==> config.mk <==
export PLATFORM = sky130hd
export DESIGN_NAME = jt6295_adpcm_mux
export DESIGN_NICKNAME = d
export VERILOG_FILES = /design/src/rtl/jt6295_adpcm_mux.sv
export SDC_FILE = /design/constraint.sdc
export NUM_CORES = 1
export LEC_CHECK = 0
export BUFFER_PORTS_ARGS = -buffer_cell sky130_fd_sc_hd__buf_4
export CAP_MARGIN = 20
export CORE_ASPECT_RATIO = 0.6
export CORE_MARGIN = 4
export CORE_UTILIZATION = 55
export DETAILED_ROUTE_END_ITERATION = 6
export GPL_TIMING_DRIVEN = 0
export PLACE_DENSITY_LB_ADDON = 0.08
export REMOVE_ABC_BUFFERS = 1
export SLEW_MARGIN = 10
export SYNTH_ARGS = -nofsm -noshare
export SYNTH_HDL_FRONTEND = slang
export SYNTH_SLANG_ARGS = --single-unit
==> constraint.sdc <==
create_clock -name clk -period 40.3 [get_ports clk]
set_input_delay 2.015 -clock clk [delete_from_list [all_inputs] [get_ports clk]]
set_output_delay 2.015 -clock clk [all_outputs]
set_load 0.05 [all_outputs]
==> src/rtl/jt6295_adpcm_mux.sv <==
// Time-multiplexed OKI ADPCM decoder for CH voices with per-voice attenuation
// and a saturating mixer; one voice slot is served per cen pulse.
module jt6295_adpcm_mux #(
  parameter  int CH = 4,
  parameter  int OW = 14,
  localparam int CW = (CH > 1) ? $clog2(CH) : 1
) (
  input  logic                 rst,
  input  logic                 clk,
  input  logic                 cen,
  output logic [CW-1:0]        ch_sel,
  input  logic [3:0]           data,
  input  logic                 en,
  input  logic                 kon,
  input  logic [3:0]           att,
  output logic signed [OW-1:0] sound,
  output logic                 sample_ok
);
  localparam int AW = 12 + $clog2(CH) + 1;
  localparam logic signed [31:0] SMAX = (32'sd1 <<< (OW-1)) - 32'sd1;
  localparam logic signed [31:0] SMIN = -(32'sd1 <<< (OW-1));

  logic signed [11:0]   s_mem   [CH];
  logic        [5:0]    idx_mem [CH];
  logic signed [AW-1:0] acc;

  logic signed [11:0]   s_old, s_new, v, v_eff;
  logic        [5:0]    idx_old, idx_new;
  logic        [10:0]   step;
  logic        [12:0]   diff;
  logic signed [13:0]   s_ext, d_ext, s_sum;
  logic signed [7:0]    idx_sum;
  logic        [5:0]    gain;
  logic signed [18:0]   prod;
  logic signed [AW-1:0] sum;
  logic signed [31:0]   sum32;
  logic signed [OW-1:0] sat_val;
  logic                 last;

  function automatic logic [10:0] lut(input logic [5:0] i);
    case (i)
      6'd0:  lut = 11'd16;   6'd1:  lut = 11'd17;   6'd2:  lut = 11'd19;   6'd3:  lut = 11'd21;
      6'd4:  lut = 11'd23;   6'd5:  lut = 11'd25;   6'd6:  lut = 11'd28;   6'd7:  lut = 11'd31;
      6'd8:  lut = 11'd34;   6'd9:  lut = 11'd37;   6'd10: lut = 11'd41;   6'd11: lut = 11'd45;
      6'd12: lut = 11'd50;   6'd13: lut = 11'd55;   6'd14: lut = 11'd60;   6'd15: lut = 11'd66;
      6'd16: lut = 11'd73;   6'd17: lut = 11'd80;   6'd18: lut = 11'd88;   6'd19: lut = 11'd97;
      6'd20: lut = 11'd107;  6'd21: lut = 11'd118;  6'd22: lut = 11'd130;  6'd23: lut = 11'd143;
      6'd24: lut = 11'd157;  6'd25: lut = 11'd173;  6'd26: lut = 11'd190;  6'd27: lut = 11'd209;
      6'd28: lut = 11'd230;  6'd29: lut = 11'd253;  6'd30: lut = 11'd279;  6'd31: lut = 11'd307;
      6'd32: lut = 11'd337;  6'd33: lut = 11'd371;  6'd34: lut = 11'd408;  6'd35: lut = 11'd449;
      6'd36: lut = 11'd494;  6'd37: lut = 11'd544;  6'd38: lut = 11'd598;  6'd39: lut = 11'd658;
      6'd40: lut = 11'd724;  6'd41: lut = 11'd796;  6'd42: lut = 11'd876;  6'd43: lut = 11'd963;
      6'd44: lut = 11'd1060; 6'd45: lut = 11'd1166; 6'd46: lut = 11'd1282; 6'd47: lut = 11'd1411;
      default: lut = 11'd1552;
    endcase
  endfunction

  function automatic logic [5:0] gain_of(input logic [3:0] a);
    case (a)
      4'd0: gain_of = 6'd32; 4'd1: gain_of = 6'd22; 4'd2: gain_of = 6'd16;
      4'd3: gain_of = 6'd11; 4'd4: gain_of = 6'd8;  4'd5: gain_of = 6'd6;
      4'd6: gain_of = 6'd4;  4'd7: gain_of = 6'd3;  4'd8: gain_of = 6'd2;
      default: gain_of = 6'd0;
    endcase
  endfunction

  always_comb begin
    // key-on restarts the predictor before this slot's nibble is applied
    s_old   = kon ? 12'sd0 : s_mem[ch_sel];
    idx_old = kon ? 6'd0   : idx_mem[ch_sel];
    step    = lut(idx_old);
    diff    = 13'(step >> 3) + (data[2] ? 13'(step) : 13'd0)
            + (data[1] ? 13'(step >> 1) : 13'd0) + (data[0] ? 13'(step >> 2) : 13'd0);
    s_ext   = {{2{s_old[11]}}, s_old};
    d_ext   = {1'b0, diff};
    s_sum   = data[3] ? s_ext - d_ext : s_ext + d_ext;
    if (s_sum > 14'sd2047)       s_new = 12'sd2047;
    else if (s_sum < -14'sd2048) s_new = -12'sd2048;
    else                         s_new = s_sum[11:0];
    idx_sum = data[2] ? $signed({2'b0, idx_old}) + $signed({5'b0, data[1:0], 1'b0}) + 8'sd2
                      : $signed({2'b0, idx_old}) - 8'sd1;
    if (idx_sum < 8'sd0)       idx_new = 6'd0;
    else if (idx_sum > 8'sd48) idx_new = 6'd48;
    else                       idx_new = idx_sum[5:0];
    gain    = gain_of(att);
    prod    = s_new * $signed({1'b0, gain});
    v       = 12'(prod >>> 5);
    v_eff   = en ? v : 12'sd0;
    sum     = ((ch_sel == '0) ? '0 : acc) + {{(AW-12){v_eff[11]}}, v_eff};
    sum32   = 32'(sum);
    if (sum32 > SMAX)      sat_val = SMAX[OW-1:0];
    else if (sum32 < SMIN) sat_val = SMIN[OW-1:0];
    else                   sat_val = sum32[OW-1:0];
    last    = (ch_sel == CW'(CH-1));
  end

  always_ff @(posedge clk) begin
    if (rst) begin
      ch_sel    <= '0;
      sound     <= '0;
      sample_ok <= 1'b0;
      acc       <= '0;
      for (int i = 0; i < CH; i++) begin
        s_mem[i]   <= '0;
        idx_mem[i] <= '0;
      end
    end else begin
      sample_ok <= 1'b0;
      if (cen) begin
        if (en) begin
          s_mem[ch_sel]   <= s_new;
          idx_mem[ch_sel] <= idx_new;
        end
        acc    <= sum;
        ch_sel <= last ? '0 : CW'(ch_sel + 1'b1);
        if (last) begin
          sound     <= sat_val;
          sample_ok <= 1'b1;
        end
      end
    end
  end
endmodule
==> impl_metrics.toml <==
[run_status]
outcome = "finished, violations left"
violations = "DRC"

[yosys]
syn_area_um2 = 10860
syn_inst = 1254
ys_ff_latch = 106
synth_cell_types = 77
avgSynthCellArea_um2 = 8.659
yosysWarnings = 0
synth.area.top_cells = "edfxtp_1, fa_1, ha_1"
synth_top_area_cell = "edfxtp_1"
synth_edf_count = 72
yosysSeqAreaShare_pct = 26.18
ys_async_sr_fraction_pct = 0
ys.flop_type = "edfxtp_1"
synth.top_cell.area_share_pct = 19.91

[final_layout]
nFillCells = 1689
multi_input_area_um2 = 7312
final-seq-area_um2 = 2844
nets = 1412
final_core_util_pct = 59.92
area_growth_pct = 6.096
diodes = 0
drive_gt1_share_pct = 7.298
finalNonFillerCells = 1513

[floorplanning]
start_util_pct = 56.48
die_h_um = 116.8
boundaryPins = 30
dieArea_um2 = 22130
fp.coreArea_um2 = 19230
row_count = 39
die_w_um = 189.4

[global_routing]
grt_max_degree = 38
grt.busiest_layer = "met1"
met2_usage_pct = 31.71
met3_usage_pct = 5.631
grt_pass1_vias = 8144
antenna_found_initial = 0
grt.total_usage_pct = 24.50
grtUsageMet1_pct = 41.49
grt_pass1_wl_um = 43500
grt.overflow.total = 0

[setup_path]
crit_slowest_cell = "a21oi_1"
worstPathMaxFanout = 26
cp_data_required_time_ns = 40.56
worst-path-buf-inv = 6
path_class = "in2reg"
crit_top_cell = "fa_1"
cp-start-kind = "primary input"
reg2reg_to = "sound[1]"
reg2reg_depth = 55
cp.arrival_ns = 17.80
cp-end-kind = "flip-flop"
path_delay_family = "compound AO/OA/AOI/OAI gates"
slowest_delay_ns = 0.90
r2r_slack_ns = 23.09

[drt]
post_drt_via_cell_ratio = 5.826
drc_errors = 1
ant_nets = 0
wl_um = 26730
vias = 8815
wl_per_cell_um = 17.66
first_iter_violations = 935
dr.pass1.iters = 7

[sta]
skew_ns = 0.01243
hold_viol_final = 0
slew_headroom_pct = 24.35
finalCritPeriodShare_pct = 43.53
hold_slack_ns = 0.4690
tightest_slew_ns = 1.135
setup-tns-final_ns = 0
rsz0062_at_grt = "no"
fmax_ghz = 0.05700
slew_viol_final = 0
min_period_ns = 17.54
setup_viol = 0

[cts]
cts.path.max_buffers = 2
clk_pin_slew_worst_paths_ns = 0.07
clk_latency_ns = 0.34
clockRootBuffer = "clkbuf_16"
cts_made_buffers = 9
cts_tree = "built"
htree_levels = 3
hold_buffers = 0
cts_resized = 0
post-cts-setup-buffers = 0
numClockSinks = 106

[power]
cellPowerDensity_nw_per_um2 = 60.93
internal-power_uw = 353.0
power_switching_uw = 348.9
power.share.clock_pct = 12.5
peakVddDrop_mv = 0.03669
sw_frac_of_total_pct = 49.71
leakagePower_nw = 5.154
power_frac_seq_pct = 19.0
p_comb_share_pct = 68.5

[worst_hold_path]
min_path_cells = 2
worstHoldStart = "acc[13]"
hp-class = "reg2reg"
min_to = "acc[13]"

[placed_design]
io_buffers = 29
place_congestion = 0.9302
place_inst = 1496
dpl.hpwl_um = 20000

[run]
drv_cap = 0
## per-layer routing
layer  part of all wire (%)  vias up
li1                       -     4265
met1                     53     4201
met2                     37      336
met3                    9.5       13
met4                   0.56        0
met5                      0        -
## flip-flops by register name, summed over array words and instances, names as in the netlist, named ones only
signal     count
idx_mem       24
s_mem         48
acc           15
ch_sel         2
sample_ok      1
sound         14
## logic make-up (layout without fill, tap and decap cells)
| kind of cell | after synthesis | after routing | synth area share [%] |
|---|---|---|---|
| AND/OR/NAND/NOR | 474 | 474 | 20.26 |
| XOR/XNOR | 57 | 57 | 4.874 |
| multiplexers | 32 | 32 | 4.932 |
| AO/OA/AOI/OAI | 242 | 242 | 14.65 |
| buffers and inverters | 186 | 179 | 6.522 |
| flip-flops | 106 | 106 | 26.18 |
| adder cells (fa/ha/maj) | 157 | 157 | 22.59 |
## power by group through the flow
stage	Clock, mW	Sequential (mW)	Combinational, mW
after floorplan	0	0.135	0.348
after global placement	0	0.135	0.458
after detailed placement	0	0.136	0.467
after CTS	0.0895	0.133	0.474
after global routing	0.0935	0.135	0.542
final	0.0881	0.133	0.481
## synth_stat cells, drive strengths merged, types with 3 or more instances
cell     number
a2111oi       3
a211o         4
a211oi       16
a21o         13
a21oi        74
a31oi        24
and2         18
and3         12
buf           9
clkbuf       46
dfxtp        34
edfxtp       72
fa           65
ha           92
inv         130
mux2i        13
mux4         17
nand2        76
nand2b       26
nand3        12
nand3b        3
nand4b        3
nor2        226
nor2b        32
nor3         35
nor3b         4
o211ai       10
o21a         10
o21ai        43
o21bai        7
o22ai        10
o311ai        3
o31ai         3
or2          10
or3           6
xnor2        41
xor2         16
## worst reg2reg max path, delay by kind of cell (launching register included)
kind	cells	cell delay, ns
AO/OA/AOI/OAI	18	5.41
adder cells (fa/ha/maj)	12	5.08
AND/OR/NAND/NOR	15	3.19
XOR/XNOR	4	0.86
buffers and inverters	5	1.00
flip-flops	1	0.94
multiplexers	1	0.66
## through the flow
step                      area (um^2)  total power, mW  setup slack [ns]
after floorplan                 10640           0.4826             24.81
after global placement          11190           0.5933             21.95
after detailed placement        11210           0.6029             22.63
after CTS                       11510           0.6968             22.94
after global routing            11520           0.7701             21.45
final                           11520           0.7019             22.76
## how the worst max path moves through the flow
stage,from,end,slack (ns),cells past startpoint
final,kon,sound[1],22.76,55
after global routing,kon,sound[1],21.45,55
after CTS,kon,sound[1],22.94,55
after detailed placement,kon,sound[1],22.63,55
after global placement,kon,sound[6],21.95,55
after floorplan,kon,sound[10],24.81,51
## layout by cell type (no fill, tap or decap), types with 10 or more instances in the layout
cell	Yosys	layout
a211oi_1	15	14
dfxtp_1	34	33
mux2i_1	13	13
nand2b_1	26	26
fa_1	65	65
ha_1	92	92
a31oi_1	23	23
a21o_1	13	13
o21a_1	10	10
xor2_1	16	16
mux4_2	17	17
o22ai_1	10	10
o21ai_0	38	38
a21oi_1	74	74
inv_1	130	130
and2_1	18	18
and3_1	12	12
nor2b_1	32	32
nand2_1	76	76
nor2_1	226	226
buf_4	0	32
xnor2_1	37	37
nor3_1	35	35
nand3_1	12	12
edfxtp_1	72	72
## area by class of cell
class / instances / area share [%]
multi-input combinational: 962 / 63.47
sequential: 106 / 24.69
inverter: 131 / 4.268
tap: 266 / 2.889
timing repair buffer: 32 / 2.085
clock buffer: 10 / 1.988
clock inverter: 6 / 0.6082
(Power assumes the default switching activity.)
